## src/rtl/instr_decoder_seq.sv

```systemverilog
// ============================================================================
// instr_decoder_seq : byte-stream opcode decoder with operand collection
// Rev 1.0
// ============================================================================
`default_nettype none

module instr_decoder_seq #(
  parameter int DW   = 8,
  parameter int OPB  = 1,
  parameter int CNTW = 16
) (
  input  logic                clk,
  input  logic                rst_n,
  input  logic                flush,
  input  logic                in_valid,
  output logic                in_ready,
  input  logic [DW-1:0]       in_data,
  output logic                out_valid,
  input  logic                out_ready,
  output logic [31:0]         ctrl,
  output logic [DW*OPB-1:0]   operand,
  output logic                illegal,
  output logic [CNTW-1:0]     instr_count
);

  localparam int            CW     = $clog2(OPB + 1);
  localparam logic [CW-1:0] C_LAST = CW'(OPB - 1);

  typedef enum logic [1:0] {
    S_OPC  = 2'd0,
    S_OPND = 2'd1,
    S_HOLD = 2'd2
  } state_t;

  state_t              state_q, state_d;
  logic [31:0]         ctrl_q, ctrl_d;
  logic [DW*OPB-1:0]   operand_q, operand_d;
  logic                illegal_q, illegal_d;
  logic [CNTW-1:0]     count_q, count_d;
  logic [CW-1:0]       cnt_q, cnt_d;

  logic                w_known;
  logic                w_has_opnd;
  logic [4:0]          w_idx;
  logic                w_hi_zero;
  logic                w_legal;
  logic                w_accept;

  // Opcodes wider than a byte are legal only with all upper bits clear.
  generate
    if (DW > 8) begin : g_hi_check
      assign w_hi_zero = ~|in_data[DW-1:8];
    end else begin : g_no_hi
      assign w_hi_zero = 1'b1;
    end
  endgenerate

  always_comb begin
    w_known    = 1'b1;
    w_has_opnd = 1'b0;
    w_idx      = 5'd0;
    case (in_data[7:0])
      8'h00: w_idx = 5'd0;
      8'h0B: w_idx = 5'd1;
      8'h07: w_idx = 5'd2;
      8'h50: w_idx = 5'd3;
      8'h52: w_idx = 5'd4;
      8'h54: w_idx = 5'd5;
      8'h55: w_idx = 5'd6;
      8'h51: w_idx = 5'd7;
      8'h15: w_idx = 5'd8;
      8'h10: w_idx = 5'd9;
      8'h14: w_idx = 5'd10;
      8'h16: w_idx = 5'd11;
      8'hD6: begin w_idx = 5'd12; w_has_opnd = 1'b1; end
      8'hD0: begin w_idx = 5'd13; w_has_opnd = 1'b1; end
      8'hD4: begin w_idx = 5'd14; w_has_opnd = 1'b1; end
      8'hD2: begin w_idx = 5'd15; w_has_opnd = 1'b1; end
      8'h83: w_idx = 5'd16;
      8'h84: w_idx = 5'd17;
      8'h88: w_idx = 5'd18;
      8'h8A: w_idx = 5'd19;
      8'h8B: w_idx = 5'd20;
      8'h8C: w_idx = 5'd21;
      8'h8D: w_idx = 5'd22;
      8'h98: w_idx = 5'd23;
      8'h9A: w_idx = 5'd24;
      8'hA0: w_idx = 5'd25;
      8'hA1: w_idx = 5'd26;
      8'hA2: w_idx = 5'd27;
      8'hA8: w_idx = 5'd28;
      8'hB0: w_idx = 5'd29;
      8'hB9: w_idx = 5'd30;
      8'hBD: w_idx = 5'd31;
      default: w_known = 1'b0;
    endcase
  end

  assign w_legal  = w_known & w_hi_zero;
  assign in_ready = rst_n & ~flush & (state_q != S_HOLD);
  assign w_accept = in_valid & in_ready;

  always_comb begin
    state_d   = state_q;
    ctrl_d    = ctrl_q;
    operand_d = operand_q;
    illegal_d = illegal_q;
    count_d   = count_q;
    cnt_d     = cnt_q;
    if (flush) begin
      state_d   = S_OPC;
      ctrl_d    = 32'd0;
      illegal_d = 1'b0;
      cnt_d     = '0;
    end else begin
      case (state_q)
        S_OPC: begin
          if (w_accept) begin
            if (!w_legal) begin
              ctrl_d    = 32'd1;
              illegal_d = 1'b1;
              operand_d = '0;
              state_d   = S_HOLD;
            end else begin
              ctrl_d    = 32'd1 << w_idx;
              illegal_d = 1'b0;
              if (w_has_opnd) begin
                cnt_d   = '0;
                state_d = S_OPND;
              end else begin
                operand_d = '0;
                state_d   = S_HOLD;
              end
            end
          end
        end
        S_OPND: begin
          if (w_accept) begin
            operand_d[int'(cnt_q)*DW +: DW] = in_data;
            if (cnt_q == C_LAST) begin
              state_d = S_HOLD;
            end else begin
              cnt_d = cnt_q + CW'(1);
            end
          end
        end
        S_HOLD: begin
          if (out_ready) begin
            count_d = count_q + CNTW'(1);
            state_d = S_OPC;
          end
        end
        default: state_d = S_OPC;
      endcase
    end
  end

  always_ff @(posedge clk) begin
    if (!rst_n) begin
      state_q   <= S_OPC;
      ctrl_q    <= 32'd0;
      operand_q <= '0;
      illegal_q <= 1'b0;
      count_q   <= '0;
      cnt_q     <= '0;
    end else begin
      state_q   <= state_d;
      ctrl_q    <= ctrl_d;
      operand_q <= operand_d;
      illegal_q <= illegal_d;
      count_q   <= count_d;
      cnt_q     <= cnt_d;
    end
  end

  assign out_valid   = (state_q == S_HOLD);
  assign ctrl        = ctrl_q;
  assign operand     = operand_q;
  assign illegal     = illegal_q;
  assign instr_count = count_q;

endmodule

`default_nettype wire

```

## config.mk

```make
export PLATFORM = sky130hd
export DESIGN_NAME = instr_decoder_seq
export DESIGN_NICKNAME = d
export VERILOG_FILES = /design/src/rtl/instr_decoder_seq.sv
export SDC_FILE = /design/constraint.sdc
export NUM_CORES = 1
export LEC_CHECK = 0
export CORE_MARGIN = 4
export CORE_UTILIZATION = 62
export CTS_BUF_LIST = sky130_fd_sc_hd__clkbuf_4 sky130_fd_sc_hd__clkbuf_8 sky130_fd_sc_hd__clkbuf_16
export DETAILED_ROUTE_END_ITERATION = 8
export DONT_BUFFER_PORTS = 1
export PLACE_DENSITY = 0.77
export SLEW_MARGIN = 15
export SYNTH_ARGS = -nofsm -noshare
export SYNTH_HDL_FRONTEND = slang
export SYNTH_SLANG_ARGS = --single-unit
export TNS_END_PERCENT = 30
```

## constraint.sdc

```tcl
create_clock -name clk -period 2.2 [get_ports clk]
set_input_delay 0 -clock clk [delete_from_list [all_inputs] [get_ports clk]]
set_output_delay 0 -clock clk [all_outputs]
set_load 0.02 [all_outputs]
```

Word level (Yosys, flattened, before mapping)
Cells that the tools add are included.

operators by class
  bitwise operators = 5
  equal/unequal tests = 41
  muxes and demuxes = 24
  reductions and logical operators = 11
  shift operators = 3
  $add $sub $neg = 3

operators with widths
  cell                                                  number
  equality test 8 bit, second input constant            20
  case mux 5 bit (31 select lines)                      1
  equality test 8 x 7 -> 1 bit, second input constant   5
  negation 4 -> 33 bit                                  1
  variable shift 8 x 33 -> 8 bit, first input constant  1
  variable part select 8 x 33 -> 8 bit                  1
  equality test 8 x 5 -> 1 bit, second input constant   4
  two-way mux 32 bit                                    1
  two-way mux 8 bit                                     4
  OR reduction 32 bit                                   1
  << shifter 1 x 5 -> 32 bit, first input constant      1
  adder 16 x 1 -> 16 bit, second input constant         1
  case mux 8 bit (2 select lines)                       1
  two-way mux 2 bit                                     6
  != test 2 bit, second input constant                  6
  AND reduction 5 bit                                   2
  bitwise mux 8 bit                                     1
  equality test 8 x 3 -> 1 bit, second input constant   1
  equality test 8 x 4 -> 1 bit, second input constant   1
  zero test 8 bit                                       1
  two-way mux 1 bit                                     8
  case mux 2 bit (3 select lines)                       1
  AND reduction 4 bit                                   1
  OR reduction 4 bit                                    1
  other kinds (13)                                      16

word-level totals
  register bits = 60
  bits of input ports = 13
  output and inout port bits = 59
  logic and storage cells = 93

Logic depth before layout (Yosys ltp)
  word-level depth = 7
  mapped depth = 9
  gate-level depth less buffers = 6

Worst setup path after synthesis
No wires, ideal clock.

  path kind = reg-to-reg
  from = register state_q[0]
  to = register operand_q[7], in the netlist operand[7]
  setup time = 115 ps
  path buffers = 2
  path slack = 391 ps
  data arrival time = 1694 ps
  clock period less this slack = 1809 ps
  required time = 2085 ps
  cell stages (with the launch flop) = 8
  cells stage by stage = dfxtp_1 nor3_1 or4b_2 clkbuf_1 clkbuf_1 nand2_1 o21ai_0 and2_1

between the ends
  longest elaborated chain between the ends = 5
  elaborated cells on any way between the ends = 11
  those cells by class = eq/ne (5); mux (1); bitwise (2); reduce/logical (3)

RTL lines
  item                           line  text
  start, declared                35    state_t state_q, state_d;
  start signal, assigned         167   state_q <= state_d;
  != test 2 bit                  100   assign in_ready = rst_n & ~flush & (state_q != S_HOLD);
  AND 1 bit                      100
  AND 1 bit                      101   assign w_accept = in_valid & in_ready;
  != test 2 bit (no line)        -
  AND reduction 5 bit (no line)  -
  end signal, assigned           169   operand_q <= operand_d;
  end, declared                  37    logic [DW*OPB-1:0] operand_q, operand_d;

Parallel ways exist; a longest one is shown, timed or not.
A chain may end at the register's enable or synchronous reset.

Final worst setup path
  from = register state_q[0]
  to = register count_q[12], in the netlist instr_count[12]

between the ends
  longest elaborated chain between the ends = 2

RTL lines
  item                           line  text
  equality test 2 bit            116   case (state_q)
  AND reduction 3 bit (no line)  -
  end signal, assigned           171   count_q <= count_d;
  end, declared                  39    logic [CNTW-1:0] count_q, count_d;

Every way passes these cells.

==> run summary <==
GLOBAL ROUTE
--------------------------------------------------------------------------------------
Via count of the first global-routing pass                                        2833
Total overflow reported by the global router                                         0
Overall routing resource usage                                                  28.01%
Maximum number of pins on one net before global-route repair                        32
Wire length of the first global-routing pass                                  14010 um
Initial antenna violation count                                                      0

DIE
--------------------------------------------------------------------------------------
Height of the die                                                             79.99 um
Area inside the core boundary                                                 4880 um2
Placement Rows                                                                      25
Number of top-level pins                                                            72
Die Area                                                                      6398 um2
Chip width                                                                    79.99 um
Starting Density                                                                65.85%

CLOCKING
--------------------------------------------------------------------------------------
Root buffer cell                                                          sky130_fd_sc_hd__clkbuf_8
Num CTS Buffers                                                                      9
Register clock-pin slew on the reported worst setup and hold paths             0.06 ns
Max Buffers Root-to-Sink                                                             2
Clock insertion delay at the later pin of the skew report                      0.34 ns
CTS H-tree depth                                                                     3
Clock tree from TritonCTS                                                         done
Buffers inserted during post-CTS setup optimization                                  0
Clk sinks                                                                           59

CRITICAL PATH
--------------------------------------------------------------------------------------
Worst EP arrival                                                               2.34 ns
CP Launch Type                                                                    flop
R2R Path Start                                                              state_q[0]
Type of element capturing the critical path                                       flop
Setup slack on the worst flop-to-flop path                                     0.08 ns
Worst R2R Path Depth                                                                 7
CP required                                                                    2.42 ns
Type of the setup path with the least slack                                 reg -> reg
Worst reg2reg endpoint                                                    instr_count[12]
Largest fanout on the critical path                                                  7

SYNTH
--------------------------------------------------------------------------------------
Number of warnings printed during yosys synthesis                                    0
Share of flip-flops with an asynchronous set or reset                               0%
Most numerous cell in the Yosys netlist                                   sky130_fd_sc_hd__nand2_1
Synthesized net count                                                              396
Leading post-synthesis cells by cell area                                 sky130_fd_sc_hd__dfxtp_1, sky130_fd_sc_hd__nand2_1, sky130_fd_sc_hd__and2_1
Number of library cell types mapped by synthesis                                    68
List of most frequent post-synthesis cells                                sky130_fd_sc_hd__nand2_1, sky130_fd_sc_hd__dfxtp_1, sky130_fd_sc_hd__and2_1
Number of register bits inferred by synthesis                                       59
Seq/Total Area, Yosys                                                           36.76%
Post-synth top area cell                                                  sky130_fd_sc_hd__dfxtp_1
Area share of the leading cell type in the synthesized netlist                  36.76%
Top FF cell, synth                                                        sky130_fd_sc_hd__dfxtp_1
Gate Count Post-Synth                                                              382
Number of enable-type register cells in the synthesized netlist                      0
Mapped cell area                                                              3213 um2
Per-instance average area after synthesis                                    8.411 um2

DETAILED ROUTING
--------------------------------------------------------------------------------------
Drt pass-1 iters                                                                     4
Vias after detailed routing                                                       2883
Post-DR vias/cell                                                                6.121
Total length of routed wires                                                   8403 um
Drt first-iter violations                                                          269
Number of design rule violations left after detail routing                           0
Wirelength per Cell                                                           17.84 um
Final ANT Viol Nets                                                                  0

PLACEMENT
--------------------------------------------------------------------------------------
Cell Area, Placed                                                             3198 um2
Cell count after placement                                                         430
Detailed-placement wirelength estimate                                         5403 um
Weighted congestion reported at the end of routability-driven placement         0.8322
Worst slack at placement                                                     0.2742 ns
Number of buffers added on ports                                                     0

CELLS AND AREA
--------------------------------------------------------------------------------------
# diodes                                                                             0
Synthesis-to-layout area growth                                                 14.95%
Area of all placed cells without fillers                                      3694 um2
Post-route insts no fill                                                           471
Filler Cells Inserted                                                              389
Net count, final                                                                   413
Share of post-route cells with drive strength above 1                           11.14%
Final Core Density                                                              75.69%

TIMING
--------------------------------------------------------------------------------------
Time the worst path needs with I/O delays and setup                           2.118 ns
Max Freq                                                                     472.2 MHz
Worst Tran Pin Value                                                         0.7526 ns
Max-slew violation total from the final report                                       0
Hold Fails Final Rpt                                                                 0
Normalized max-slew margin                                                      49.64%
Sum Neg Setup Slack                                                               0 ns
Post-route fraction of the period consumed by the critical path                 96.27%
Final-report setup violation count                                                   0
Final hold slack                                                            0.02381 ns
Clock tree skew after final layout                                         0.003405 ns
Setup WS post-layout                                                        0.08209 ns

PWR
--------------------------------------------------------------------------------------
Clock network fraction of total power                                            47.7%
P_sw                                                                         0.5114 mW
Int Pwr                                                                       1.853 mW
Tot Pwr                                                                       2.364 mW
P_leak                                                                        1.358 nW
Switching part of the total power                                               21.63%
Power Dens Cells                                                          640.0 nW/um2
Relative contribution of combinational cells to total power                       6.8%
Power share of the sequential group                                              45.5%
Highest ir drop seen on vdd                                                   746.8 uV

HOLD PATH
--------------------------------------------------------------------------------------
Cell depth of the worst hold path                                                    4
Critical hold path startpoint                                               in_data[1]
Worst Hold Path EP                                                             ctrl[0]
Worst hold path class                                                        in -> reg

FLOW RUN
--------------------------------------------------------------------------------------
Number of maximum-capacitance constraint violations                                  0

OUTCOME
--------------------------------------------------------------------------------------
Run status                                                                finished, final reports clean

worst max-delay path by stage:
stage / cells after the start / to / slack [ns] / start
global placement: 6 / instr_count[15] / 0.34 / state_q[0]
CTS: 7 / instr_count[6] / 0.01 / instr_count[0]
floorplan: 7 / operand[7] / 0.39 / state_q[0]
global route: 7 / instr_count[12] / -0.04 / instr_count[7]
finish: 7 / instr_count[12] / 0.08 / state_q[0]
detailed placement: 6 / instr_count[15] / 0.27 / state_q[1]
state kept, by name, indices dropped and copies added (netlist names):
register,cells
operand,8
instr_count,16
illegal,1
ctrl,32
state_q,2
placed cells by master (no fill, tap or decap), types with 5 or more instances in the layout:
cell type                       instances
sky130_fd_sc_hd__a21oi_1                8
sky130_fd_sc_hd__a22oi_1                5
sky130_fd_sc_hd__and2_1                25
sky130_fd_sc_hd__and3_1                 5
sky130_fd_sc_hd__buf_4                  9
sky130_fd_sc_hd__clkbuf_8              11
sky130_fd_sc_hd__dfxtp_1               55
sky130_fd_sc_hd__dlygate4sd3_1         25
sky130_fd_sc_hd__nand2_1               63
sky130_fd_sc_hd__nand2b_1               8
sky130_fd_sc_hd__nand3_1               13
sky130_fd_sc_hd__nand4_1                7
sky130_fd_sc_hd__nor2_1                15
sky130_fd_sc_hd__nor2b_1                5
sky130_fd_sc_hd__nor3_1                 8
sky130_fd_sc_hd__o21ai_0               24
sky130_fd_sc_hd__o31ai_1               17
sky130_fd_sc_hd__xnor2_1               14
per-layer routing:
layer	GRT usage (%)	routed length (um)
met5	0	0
met1	34.51	3380
met3	9.368	746
met4	10.47	169
met2	45.03	4107
power groups by stage:
stage / logic [mW] / clock network, mW / registers, mW
after floorplan: 0.159 / 0 / 1.10
after global placement: 0.129 / 0 / 1.10
after detailed placement: 0.131 / 0 / 1.10
after CTS: 0.157 / 1.14 / 1.07
after global routing: 0.174 / 1.20 / 1.07
final: 0.161 / 1.13 / 1.07
cell type report:
| cell class | count | area, um2 | share of cell area (%) |
|---|---|---|---|
| multi-input cells | 292 | 1863 | 50.44 |
| clock inverters | 4 | 72.57 | 1.965 |
| well taps | 67 | 83.83 | 2.270 |
| clock buffers | 12 | 158.9 | 4.302 |
| flip-flops and latches | 59 | 1186 | 32.11 |
| inverters | 3 | 11.26 | 0.3049 |
| repair buffers | 34 | 317.8 | 8.604 |
cell families (layout without fill, tap and decap cells):
family	count (synthesis)	after routing	synth area share, %
XOR/XNOR	17	17	4.634
AND/OR/NAND/NOR	192	192	33.65
AO/OA/AOI/OAI	80	80	18.38
multiplexers	2	2	0.6620
buffers and inverters	31	53	5.529
flip-flops	59	59	36.76
adder cells (fa/ha/maj)	1	1	0.3893
critical path, stage by stage, from the launching register on:
cell,delay (ns)
sky130_fd_sc_hd__dfxtp_2,0.35
sky130_fd_sc_hd__and4bb_4,0.35
sky130_fd_sc_hd__nand4_1,0.19
sky130_fd_sc_hd__inv_2,0.17
sky130_fd_sc_hd__nand2_1,0.08
sky130_fd_sc_hd__xnor2_1,0.12
sky130_fd_sc_hd__and2_1,0.18
sky130_fd_sc_hd__dlygate4sd3_1,0.57
timing repair:
item,4_1_cts,5_1_grt
endpoints found under the hold margin,29,0
setup endpoints to repair,0,5
gates resized for setup,0,8
hold buffers,25,0
(Power assumes the default switching activity.)
